`src/rtl/reg_bank_reader.sv`:
```
// Sequential read-out engine for an 8 x 16-bit register bank: walks an inclusive,
// wrapping register range and streams each value on a valid/ready interface.
module reg_bank_reader #(
  parameter int unsigned DATA_W = 16,
  parameter int unsigned ADDR_W = 3
) (
  input  logic              clk,
  input  logic              rst,
  input  logic              start,
  input  logic [ADDR_W-1:0] first_reg,
  input  logic [ADDR_W-1:0] last_reg,
  output logic              busy,
  output logic              done,
  output logic [ADDR_W-1:0] rd_reg,
  input  logic [DATA_W-1:0] rd_data,
  input  logic              snoop_wr_en,
  input  logic [ADDR_W-1:0] snoop_wr_reg,
  input  logic [DATA_W-1:0] snoop_wr_data,
  output logic              out_valid,
  input  logic              out_ready,
  output logic [DATA_W-1:0] out_data,
  output logic [ADDR_W-1:0] out_reg,
  output logic              out_last
);

  typedef enum logic [1:0] {StIdle, StRead, StHold, StDone} state_e;

  state_e              r_state, w_state_d;
  logic [ADDR_W-1:0]   r_first, w_first_d;
  logic [ADDR_W-1:0]   r_last, w_last_d;
  logic [ADDR_W-1:0]   r_addr, w_addr_d;
  logic [DATA_W-1:0]   r_out_data, w_out_data_d;
  logic [ADDR_W-1:0]   r_out_reg, w_out_reg_d;
  logic                r_out_last, w_out_last_d;
  logic [DATA_W-1:0]   w_value;

  // A write landing on the register being read this cycle wins over the stale bank data.
  assign w_value = (snoop_wr_en && (snoop_wr_reg == r_addr)) ? snoop_wr_data : rd_data;

  always_comb begin
    w_state_d    = r_state;
    w_first_d    = r_first;
    w_last_d     = r_last;
    w_addr_d     = r_addr;
    w_out_data_d = r_out_data;
    w_out_reg_d  = r_out_reg;
    w_out_last_d = r_out_last;
    unique case (r_state)
      StIdle: begin
        if (start) begin
          w_first_d = first_reg;
          w_last_d  = last_reg;
          w_addr_d  = first_reg;
          w_state_d = StRead;
        end
      end
      StRead: begin
        w_out_data_d = w_value;
        w_out_reg_d  = r_addr;
        w_out_last_d = (r_addr == r_last);
        w_state_d    = StHold;
      end
      StHold: begin
        if (out_ready) begin
          if (r_out_last) begin
            w_state_d = StDone;
          end else begin
            // Natural ADDR_W-bit overflow gives the 7 -> 0 wrap.
            w_addr_d  = r_addr + {{(ADDR_W-1){1'b0}}, 1'b1};
            w_state_d = StRead;
          end
        end
      end
      StDone: begin
        w_state_d = StIdle;
      end
      default: begin
        w_state_d = StIdle;
      end
    endcase
  end

  always_ff @(posedge clk or negedge rst) begin
    if (!rst) begin
      r_state    <= StIdle;
      r_first    <= '0;
      r_last     <= '0;
      r_addr     <= '0;
      r_out_data <= '0;
      r_out_reg  <= '0;
      r_out_last <= 1'b0;
    end else begin
      r_state    <= w_state_d;
      r_first    <= w_first_d;
      r_last     <= w_last_d;
      r_addr     <= w_addr_d;
      r_out_data <= w_out_data_d;
      r_out_reg  <= w_out_reg_d;
      r_out_last <= w_out_last_d;
    end
  end

  assign busy      = (r_state == StRead) || (r_state == StHold);
  assign done      = (r_state == StDone);
  assign out_valid = (r_state == StHold);
  assign rd_reg    = r_addr;
  assign out_data  = r_out_data;
  assign out_reg   = r_out_reg;
  assign out_last  = r_out_last;

endmodule

```
`config.mk`:
```
export PLATFORM = sky130hd
export DESIGN_NAME = reg_bank_reader
export DESIGN_NICKNAME = d
export VERILOG_FILES = /design/src/rtl/reg_bank_reader.sv
export SDC_FILE = /design/constraint.sdc
export NUM_CORES = 1
export LEC_CHECK = 0
export ABC_AREA = 0
export CAP_MARGIN = 5
export CELL_PAD_IN_SITES_DETAIL_PLACEMENT = 1
export CELL_PAD_IN_SITES_GLOBAL_PLACEMENT = 2
export CORE_AREA = 2 2 83 85
export DETAILED_ROUTE_END_ITERATION = 7
export DIE_AREA = 0 0 85 87
export PLACE_DENSITY = 0.83
export SLEW_MARGIN = 30
export SYNTH_ARGS = -nofsm -noshare
export SYNTH_HDL_FRONTEND = slang
export SYNTH_SLANG_ARGS = --single-unit
```
`constraint.sdc`:
```
create_clock -name clk -period 3.9 [get_ports clk]
set_clock_uncertainty 0.1 [all_clocks]
set_input_delay 0.78 -clock clk [delete_from_list [all_inputs] [get_ports clk]]
set_output_delay 0.78 -clock clk [all_outputs]
set_load 0.01 [all_outputs]
```
-- Word level (Yosys, flattened, before mapping)
Index checks and enable logic that the tools add are counted.
- bits in registers: 28
- bits of input ports: 46
- output and inout port bits: 26
- $add $sub $neg: 1
- equal/unequal tests: 8
- multiplexer cells: 9
- reductions and logical operators: 7
- operator list (operator ; number):
    2-to-1 mux 16 bit ; 1
    2-to-1 mux 3 bit ; 3
    case mux 2 bit (4 select lines) ; 1
    equality test 3 bit ; 2
    2-to-1 mux 2 bit ; 3
    case mux 3 bit (2 select lines) ; 1
    equality test 2 bit, second input constant ; 2
    inequality test 2 bit, second input constant ; 2
    AND reduction 2 bit ; 2
    AND reduction 4 bit ; 1
    adder 3 x 1 -> 3 bit, second input constant ; 1
    equality test 2 x 1 -> 1 bit, second input constant ; 1
    zero test 2 bit ; 1
    inequality test 2 x 1 -> 1 bit, second input constant ; 1
    nonzero test 2 bit ; 1
    logical AND 1 bit ; 1
    logical OR 1 bit ; 1

-- Depth between registers and ports, before layout
- word-level depth: 4
- depth in mapped cells: 6

-- Least setup slack after synthesis
Ideal clock, no wire load.
- kind: input to register
- start: in snoop_wr_reg[2]
- end: reg r_out_data[6], in the netlist out_data[6]
- setup time: 65 ps
- arrival: 1616 ps
- slack: 2119 ps
- cell stages on the path: 4
- path buffers: 1
- cell sequence: xor2_2 buf_2 o41ai_1 o22a_1
- word-level cells in the longest chain between the ends: 3
- ends and longest elaborated chain (item ; line ; source):
    start: declaration ; 17 ; input logic [ADDR_W-1:0] snoop_wr_reg,
    equality test 3 bit ; 38 ; assign w_value = (snoop_wr_en && (snoop_wr_reg == r_addr)) ? snoop_wr_data : rd_data;
    logical AND 1 bit ; 38 ;
    2-to-1 mux 16 bit ; 38 ;
    end signal: assignment ; 97 ; r_out_data <= w_out_data_d;
    end: declaration ; 32 ; logic [DATA_W-1:0] r_out_data, w_out_data_d;
No other way between the ends.
A chain may end at the register's enable or synchronous reset.

-- Worst setup path after layout
- start: reg r_state[0]
- end: out out_valid
- word-level cells in the longest chain between the ends: 1
- ends and longest elaborated chain (item ; line ; source):
    start: declaration ; 28 ; state_e r_state, w_state_d;
    start signal: assignment ; 85 ; r_state <= StIdle;
    start signal: assignment ; 93 ; r_state <= w_state_d;
    equality test 2 bit ; 105 ; assign out_valid = (r_state == StHold);
    end: declaration ; 19 ; output logic out_valid,
No other way between the ends.

==> metrics.cfg <==
[status]
status = finished clean

[clock_tree]
cts_sinks = 28
worst_skew_pair.late_latency_ns = 0.28
cts-buffers-inserted = 3
clkSlewWorstSetupHoldPaths_ns = 0.10
cts-resized-gates = 0
clock_path_buffers = 2
h-tree-depth = 1
hold_buffers = 0
root_buffer = clkbuf_8
post_cts_buffers = 0
cts_tree = built

[power]
power_density_nw_per_um2 = 730
ir_worst_vdd_mv = 0.460
p_leak_uw = 0.00102

[yosys]
yosysTopAreaCell = dfrtp_1
synth_ff_type = dfrtp_1
synth_top_cell_area_share_pct = 39.2
synth_compound_area_share_pct = 27.7
syn-cell-area_um2 = 1790
ys_seq_elements = 28
synth.distinct_cells = 33
yosysWarnings = 0
syn-num-nets = 222
syn_area_per_cell_um2 = 10.5
muxShareOfSynthArea_pct = 5.60
synth_simple_gate_area_share_pct = 6.37
async_reset_ff_share_pct = 100
synth_area_leaders = dfrtp_1 (39%), o22a_1 (8.3%), a41oi_1 (7.8%)
synth-xor-area-share_pct = 7.56
synthCells = 171
synthAdderAreaFrac_pct = 3.50
synth_top_family_by_area = compound AO/OA/AOI/OAI gates
ys_seq_area_share_pct = 39.2
synth_edf_count = 0

[grt]
top_usage_layer = met2
gr-usage-met1_pct = 19.4
grt_pass1_vias = 1745
grt_antenna_before_repair = 0
grt_pass1_wl_um = 8840
grtUsageMet2_pct = 26.1
overflow = 0
grt_use_total_pct = 14.8
grt_max_degree = 35
globalRouteMet3Util_pct = 2.65

[critical_path]
reg2reg_slack_ns = 1.82
arrival_ns = 1.91
path_class = reg2out
required_ns = 3.02
critical_path.max_stage_delay_ns = 0.63
crit_slowest_cell = clkdlybuf4s50_1
crit_chain = inv_1, ha_1, clkdlybuf4s50_1
critPathMaxFanout = 14
cp-start-kind = flop
end_kind = primary output

[detailed_routing]
vias_per_cell = 5.08
dr.pass1.iters = 4
ant_nets = 0
postRouteWirelength_um = 5390
drt_iter0_drc = 106
vias = 1596
wl_per_cell_um = 17.2
route.detailed.drc = 0

[floorplan]
core-area_um2 = 6570
ios = 72
initial_core_util_pct = 27.2
die_h_um = 87
num_rows = 30
dieArea_um2 = 7400
die_w_um = 85

[sta]
fmax_mhz = 359
setup_violations = 0
hold_slack_ns = 0.408
hold_viol_final = 0
slew_headroom_pct = 45.6
rsz0062_at_grt = false
fin_setup_tns_ns = 0
worstMarginPinSlew_ns = 0.813
period_needed_ns = 2.79
period_share_pct = 71.4
slew_violations = 0

[finish]
antennaDiodeCount = 0
largest_reg_flops = 16
layout_common_cells = clkdlybuf4s50_1 (71), dfrtp_1 (28), inv_1 (20)
syn_to_final_growth_pct = 44.4
num-fill-cells = 744
multi_input_area_um2 = 910
final_common_cell = clkdlybuf4s50_1
post-route-cell-area_um2 = 2580
seqCellArea_um2 = 701
drive_above_1_share_pct = 9.40
fin_nets = 286

[placement]
port_buffers = 71
dp_hpwl_um = 3920
place_congestion = 0.768
postPlaceCellArea_um2 = 2530

[flow_run]
max_cap_viol_count = 0

[worst_hold_path]
hp-class = reg2reg

worst paths after layout:
| kind | start | end | depth (start not counted) |
|---|---|---|---|
| worst max-delay path | r_state[0] | out_valid | 3 |
| worst min-delay path | out_data[4] | out_data[4] | 1 |
| worst max register to register | r_state[0] | rd_reg[1] | 5 |
| worst min register to register | out_data[4] | out_data[4] | 1 |
| max in group asynchronous | rst | rd_reg[2] | 2 |
| min in group asynchronous | rst | out_data[8] | 2 |
cell usage after synthesis (2+ instances only):
library cell   n
a21oi_1        3
a41oi_1       16
buf_2          3
buf_6          4
clkbuf_1       7
dfrtp_1       28
ha_1           5
inv_1         20
mux2_2         7
nand2_1       17
nor2b_1        2
o21ai_0        2
o22a_1        17
o41ai_1       16
xnor2_1        3
xnor2_2        3
xor2_2         2
layer usage:
metal  wire length [µm]  vias up
met3                256        2
li1                   -      774
met4                 21        0
met2               2770       40
met5                  0        -
met1               2350      780
stage by stage:
step / std cells / utilization [%] / setup WS [ns] / total power, µW
3_3_place_gp: 310 / 38.4 / 1.25 / 1690
5_1_grt: 314 / 39.3 / 0.970 / 2030
6_report: 314 / 39.3 / 1.11 / 1890
4_1_cts: 314 / 39.3 / 1.09 / 1910
3_5_place_dp: 310 / 38.5 / 1.23 / 1720
2_1_floorplan: 171 / - / 2.12 / 1280
cells by family after synthesis:
group,count (synthesis)
AND/OR/NAND/NOR,25
buffers and inverters,36
adder cells (fa/ha/maj),5
multiplexers,9
flip-flops,28
XOR/XNOR,9
AO/OA/AOI/OAI,59
power by group:
part	leakage, µW	total, µW	internal, µW	switching (µW)
Sequential	0.000321	573	436	137
Clock	0.0000288	184	90.5	93.8
Combinational	0.000675	1130	584	543
critical path, delay by kind of cell (launching register included):
| family | cells | cell delay (ns) |
|---|---|---|
| adder cells (fa/ha/maj) | 1 | 0.46 |
| buffers and inverters | 2 | 0.75 |
| flip-flops | 1 | 0.43 |
cell type report:
class | count | share of cell area, %
Clock buffer | 4 | 2.13
Inverter | 20 | 2.91
Sequential cell | 28 | 27.1
Multi-Input combinational cell | 107 | 35.2
Timing Repair Buffer | 75 | 28.7
Tap cell | 80 | 3.88
Power figures use the tool's default switching activity.
